**src/rtl/prog_pulse_generator.sv**
```systemverilog
// Programmable pulse-burst generator: a synchronized rising edge on start emits
// pulse_num pulses of pulse_width cycles separated by gap_width low cycles.
module prog_pulse_generator #(
    parameter int CNT_W = 8,
    parameter int NUM_W = 4
) (
    input  logic             clk_8M,
    input  logic             rst,
    input  logic             start,
    input  logic             abort,
    input  logic [CNT_W-1:0] pulse_width,
    input  logic [CNT_W-1:0] gap_width,
    input  logic [NUM_W-1:0] pulse_num,
    output logic             start_pulse,
    output logic             busy,
    output logic             done,
    output logic [NUM_W-1:0] pulse_idx
);

    typedef enum logic [1:0] {
        IDLE,
        HIGH,
        GAP,
        DONE
    } state_t;

    state_t           state;
    logic             sync1;
    logic             sync2;
    logic             sync3;
    logic             start_edge;
    logic [CNT_W-1:0] cnt;
    logic [CNT_W-1:0] width_lat;
    logic [CNT_W-1:0] gap_lat;
    logic [NUM_W-1:0] num_lat;

    // Synchronizer resets high so a start already held high at reset release is not an edge.
    always_ff @(posedge clk_8M or negedge rst) begin
        if (!rst) begin
            sync1 <= 1'b1;
            sync2 <= 1'b1;
            sync3 <= 1'b1;
        end else begin
            sync1 <= start;
            sync2 <= sync1;
            sync3 <= sync2;
        end
    end

    assign start_edge = sync2 & ~sync3;

    always_ff @(posedge clk_8M or negedge rst) begin
        if (!rst) begin
            state       <= IDLE;
            start_pulse <= 1'b0;
            busy        <= 1'b0;
            done        <= 1'b0;
            pulse_idx   <= '0;
            cnt         <= '0;
            width_lat   <= '0;
            gap_lat     <= '0;
            num_lat     <= '0;
        end else begin
            case (state)
                IDLE: begin
                    start_pulse <= 1'b0;
                    busy        <= 1'b0;
                    done        <= 1'b0;
                    pulse_idx   <= '0;
                    if (start_edge && !abort) begin
                        state       <= HIGH;
                        start_pulse <= 1'b1;
                        busy        <= 1'b1;
                        cnt         <= CNT_W'(1);
                        width_lat   <= (pulse_width == '0) ? CNT_W'(1) : pulse_width;
                        gap_lat     <= (gap_width == '0) ? CNT_W'(1) : gap_width;
                        num_lat     <= (pulse_num == '0) ? NUM_W'(1) : pulse_num;
                    end
                end

                // cnt counts the cycles already spent in the phase, starting at 1.
                HIGH: begin
                    if (abort) begin
                        state       <= IDLE;
                        start_pulse <= 1'b0;
                        busy        <= 1'b0;
                        pulse_idx   <= '0;
                        cnt         <= '0;
                    end else if (cnt == width_lat) begin
                        start_pulse <= 1'b0;
                        cnt         <= CNT_W'(1);
                        if (pulse_idx < (num_lat - NUM_W'(1))) begin
                            state <= GAP;
                        end else begin
                            state <= DONE;
                            busy  <= 1'b0;
                            done  <= 1'b1;
                        end
                    end else begin
                        cnt <= cnt + CNT_W'(1);
                    end
                end

                GAP: begin
                    if (abort) begin
                        state       <= IDLE;
                        start_pulse <= 1'b0;
                        busy        <= 1'b0;
                        pulse_idx   <= '0;
                        cnt         <= '0;
                    end else if (cnt == gap_lat) begin
                        state       <= HIGH;
                        start_pulse <= 1'b1;
                        cnt         <= CNT_W'(1);
                        pulse_idx   <= pulse_idx + NUM_W'(1);
                    end else begin
                        cnt <= cnt + CNT_W'(1);
                    end
                end

                DONE: begin
                    state       <= IDLE;
                    start_pulse <= 1'b0;
                    busy        <= 1'b0;
                    done        <= 1'b0;
                    pulse_idx   <= '0;
                    cnt         <= '0;
                end

                default: begin
                    state       <= IDLE;
                    start_pulse <= 1'b0;
                    busy        <= 1'b0;
                    done        <= 1'b0;
                    pulse_idx   <= '0;
                    cnt         <= '0;
                end
            endcase
        end
    end

endmodule
```
**config.mk**
```make
export PLATFORM = sky130hd
export DESIGN_NAME = prog_pulse_generator
export DESIGN_NICKNAME = d
export VERILOG_FILES = /design/src/rtl/prog_pulse_generator.sv
export SDC_FILE = /design/constraint.sdc
export NUM_CORES = 1
export LEC_CHECK = 0
export ABC_AREA = 1
export CAP_MARGIN = 30
export CORE_MARGIN = 10
export CORE_UTILIZATION = 55
export DETAILED_ROUTE_END_ITERATION = 10
export MAX_ROUTING_LAYER = met4
export PLACE_DENSITY_LB_ADDON = 0.3
export SYNTH_ARGS = -nofsm -noshare
export SYNTH_HDL_FRONTEND = slang
export SYNTH_SLANG_ARGS = --single-unit
```
**constraint.sdc**
```tcl
create_clock -name clk_8M -period 1.86 [get_ports clk_8M]
set_input_delay 0.186 -clock clk_8M [delete_from_list [all_inputs] [get_ports clk_8M]]
set_output_delay 0.186 -clock clk_8M [all_outputs]
set_load 0.01 [all_outputs]
```
==> flow_summary_export.csv <==
group,metric,value,unit
die,dieHeight,84.3,um
cells_and_area,syn2layout_area_growth,21.3,%
clocking,insertion_delay,300,ps
drt,route.met2.wl,2.34,mm
worst_hold_path,holdCritStartpoint,"start",
placed_design,numPlacedInstances,362,
worst_setup_path,crit_fanout,4,
worst_setup_path,required,2090,ps
cells_and_area,regArea,1000,um2
die,rows,23,
synthesis,synth_mux_area_share,0,%
worst_setup_path,setup.worst_path.start_class,"flip-flop",
sta,slew_violations,0,
power_and_ir_drop,p_total,0.00351,W
sta,rsz0062_at_grt,"yes",
sta,period_share,92.3,%
clocking,cts_sinks,40,
synthesis,synth_adder_area_share,5.51,%
synthesis,synthesis.instances,285,
drt,drtPass1Iterations,4,
drt,final_antenna_net_count,0,
cells_and_area,post-route-util,68.9,%
drt,routed.top_layer,"met4",
cells_and_area,nFillCells,330,
power_and_ir_drop,p_leak,1.38,nW
synthesis,yosysWarnings,0,
synthesis,ys_ff_latch,40,
synthesis,syn_area_per_cell,7.97,um2
drt,routedWlPerCell,13.2,um
global_routing,grt_max_degree,41,
synthesis,synth.cell_area,2270,um2
cells_and_area,final_area,2760,um2
global_routing,track_usage,14.6,%
sta,finClkSkew,6.14,ps
cells_and_area,multi_input_area,1070,um2
drt,via_count,1916,
sta,slew_headroom,66.2,%
global_routing,grt_pass1_vias,1903,
sta,setup_viol,0,
drt,wl,4.88,mm
die,start_util,56.8,%
synthesis,synth_compound_area_share,7.44,%
outcome,status,"finished, final reports clean",
clocking,clk_pin_slew,80,ps
sta,worstMarginPinSlew,508,ps
global_routing,grt_pass1_wl,8.48,mm
worst_setup_path,critPathArrivalTime,1940,ps
die,core,4000,um2
sta,max_freq,0.583,GHz
sta,setup_ws,144,ps
clocking,cts_buffer_depth,2,
drt,met3WireLength,173,um
worst_setup_path,startpoint,"num_lat[0]$_DFFE_PN0P_",
placed_design,dpl-instance-area,2600,um2
synthesis,synth_cell_type_count,26,
synthesis,synth_nets,319,
die,ioPinCount,31,
clocking,cts_max_level,2,
clocking,cts_buffers,5,
job,maxCapViolCount,0,
placed_design,gp_congestion,0.877,
synthesis,ys_seq_area_share,44.2,%
drt,drt_first_iter_violations,136,
synthesis,synth-xor-area-share,6.94,%
sta,min_period,1720,ps
placed_design,io_buffers,30,
cells_and_area,drive_gt1_share,11.5,%
clocking,cts_tree,"built",
global_routing,antenna_found_initial,0,
placed_design,place_hpwl,3.65,mm
worst_hold_path,hold_class,"primary input to flip-flop",
drt,drc,0,
global_routing,gr-total-overflow,0,
clocking,clockRootBuffer,"clkbuf_8",
worst_setup_path,reg2regPathDepth,11,
worst_setup_path,end_kind,"flip-flop",
power_and_ir_drop,power.density,1270,nW/um2
cells_and_area,nets,354,
synthesis,synth_top_family_by_area,"simple AND/OR/NAND/NOR gates",
drt,met1_length,2.32,mm
worst_setup_path,worstReg2RegStart,"num_lat[0]$_DFFE_PN0P_",
power_and_ir_drop,ir_drop,0.668,mV
synthesis,synth_simple_gate_area_share,26.7,%
cells_and_area,antenna-diode-count,0,
drt,via_per_inst,5.16,
worst_hold_path,min_path_cells,1,
sta,finalHoldViolations,0,
die,dieArea,7100,um2
worst_setup_path,criticalPathCategory,"flip-flop to flip-flop",
die,die_x,84.3,um
cells_and_area,fin_cells,371,
placed_design,preCtsSetupSlack,156,ps
==> kinds of logic after synthesis <==
kind of cell | count (synthesis)
AND/OR/NAND/NOR | 139
buffers and inverters | 46
flip-flops | 40
AO/OA/AOI/OAI | 32
XOR/XNOR | 18
adder cells (fa/ha/maj) | 10
==> through the flow <==
| step | hold WS [ps] | setup TNS [ps] |
|---|---|---|
| 4_1_cts | 283 | 0 |
| 3_3_place_gp | 272 | 0 |
| 6_report | 287 | 0 |
| 5_1_grt | 279 | -14.4 |
| 3_5_place_dp | 280 | 0 |
| 2_1_floorplan | -110 | 0 |
==> per-layer routing <==
layer | up-vias | global-route usage (%)
met3 | 6 | 3.57
met1 | 909 | 17.0
met2 | 43 | 23.9
met5 | - | -
li1 | 958 | -
met4 | 0 | 5.02
==> cell type report <==
cell class / instances / share of cell area, %
sequential: 40 / 36.5
multi-input combinational: 199 / 38.9
clock inverter: 1 / 1.09
clock buffer: 7 / 3.50
tap: 50 / 2.27
inverter: 37 / 5.04
timing repair buffer: 37 / 12.7
==> Yosys cell counts <==
cell       n  area, um2
a21oi_1    4       20.0
a311oi_1   1       8.76
a31oi_1    1       6.26
buf_2      5       25.0
buf_6      4       45.0
dfrtp_1   37        926
dfstp_2    3       78.8
ha_1      10        125
inv_1     34        128
inv_2      3       11.3
nand2_1   93        349
nand2_2    2       12.5
nand2_4    3       33.8
nand3_1   17       85.1
nand3b_1   1       7.51
nand4_1    3       18.8
nor2_1     9       33.8
nor2_2     3       18.8
nor3_1     3       15.0
nor4_1     2       12.5
o21ai_0   15       75.1
o21ai_1   10       50.1
o21ai_2    1       8.76
or2_2      3       18.8
xnor2_1   12        105
xor2_1     6       52.6
==> placed cells by master, fill, tap and decap left out, types with 3 or more instances in the layout <==
master            n
nand3_1          16
dfstp_2           3
nor2_2            4
buf_4             6
clkbuf_8          7
nand4_1           3
xor2_1            6
o21ai_0          14
nand2_1          92
xnor2_1          12
or2_2             3
o21ai_1          11
ha_1             10
clkdlybuf4s50_1  29
nand2_4           3
a21oi_1           4
inv_1            34
nor2_1            8
inv_2             3
dfrtp_1          37
nand2_2           3
==> repair_timing <==
item | CTS | global route
buffers inserted | 0 | 0
endpoints found under the setup margin | 0 | 2
endpoints found under the hold margin | 37 | 0
hold buffers | 1 | 0
gates resized for setup | 0 | 5
==> final timing paths <==
| kind | endpoint | slack, ps |
|---|---|---|
| worst max-delay path | done$_DFFE_PN0P_ | 140 |
| worst min-delay path | sync1$_DFF_PN1_ | 290 |
| worst max register to register | done$_DFFE_PN0P_ | 140 |
| worst min register to register | sync2$_DFF_PN1_ | 360 |
| max in group asynchronous | sync2$_DFF_PN1_ | 1010 |
| min in group asynchronous | busy$_DFFE_PN0P_ | 480 |
==> flip-flops by register name, indices dropped and copies added (netlist names) <==
name,flops
pulse_idx,4
width_lat,8
sync2,1
state,2
busy,1
done,1
cnt,8
sync3,1
sync1,1
num_lat,4
start_pulse,1
gap_lat,8
==> power breakdown <==
part / total (W) / leakage, nW / switching (W) / internal (W)
registers: 0.00137 / 0.509 / 0.000225 / 0.00114
logic: 0.00135 / 0.802 / 0.000760 / 0.000588
clock network: 0.000795 / 0.0645 / 0.000321 / 0.000474
==> critical path, cell delays in order, from the launching register on <==
cell	delay (ps)
dfrtp_1	400
inv_1	60
ha_1	290
ha_1	290
o21ai_0	70
nand2_1	70
nand3_2	60
nand2_1	70
nand2_2	70
nor2_2	100
nor2_1	40
a21oi_1	120
No activity file was read; power rests on OpenSTA's default activity.
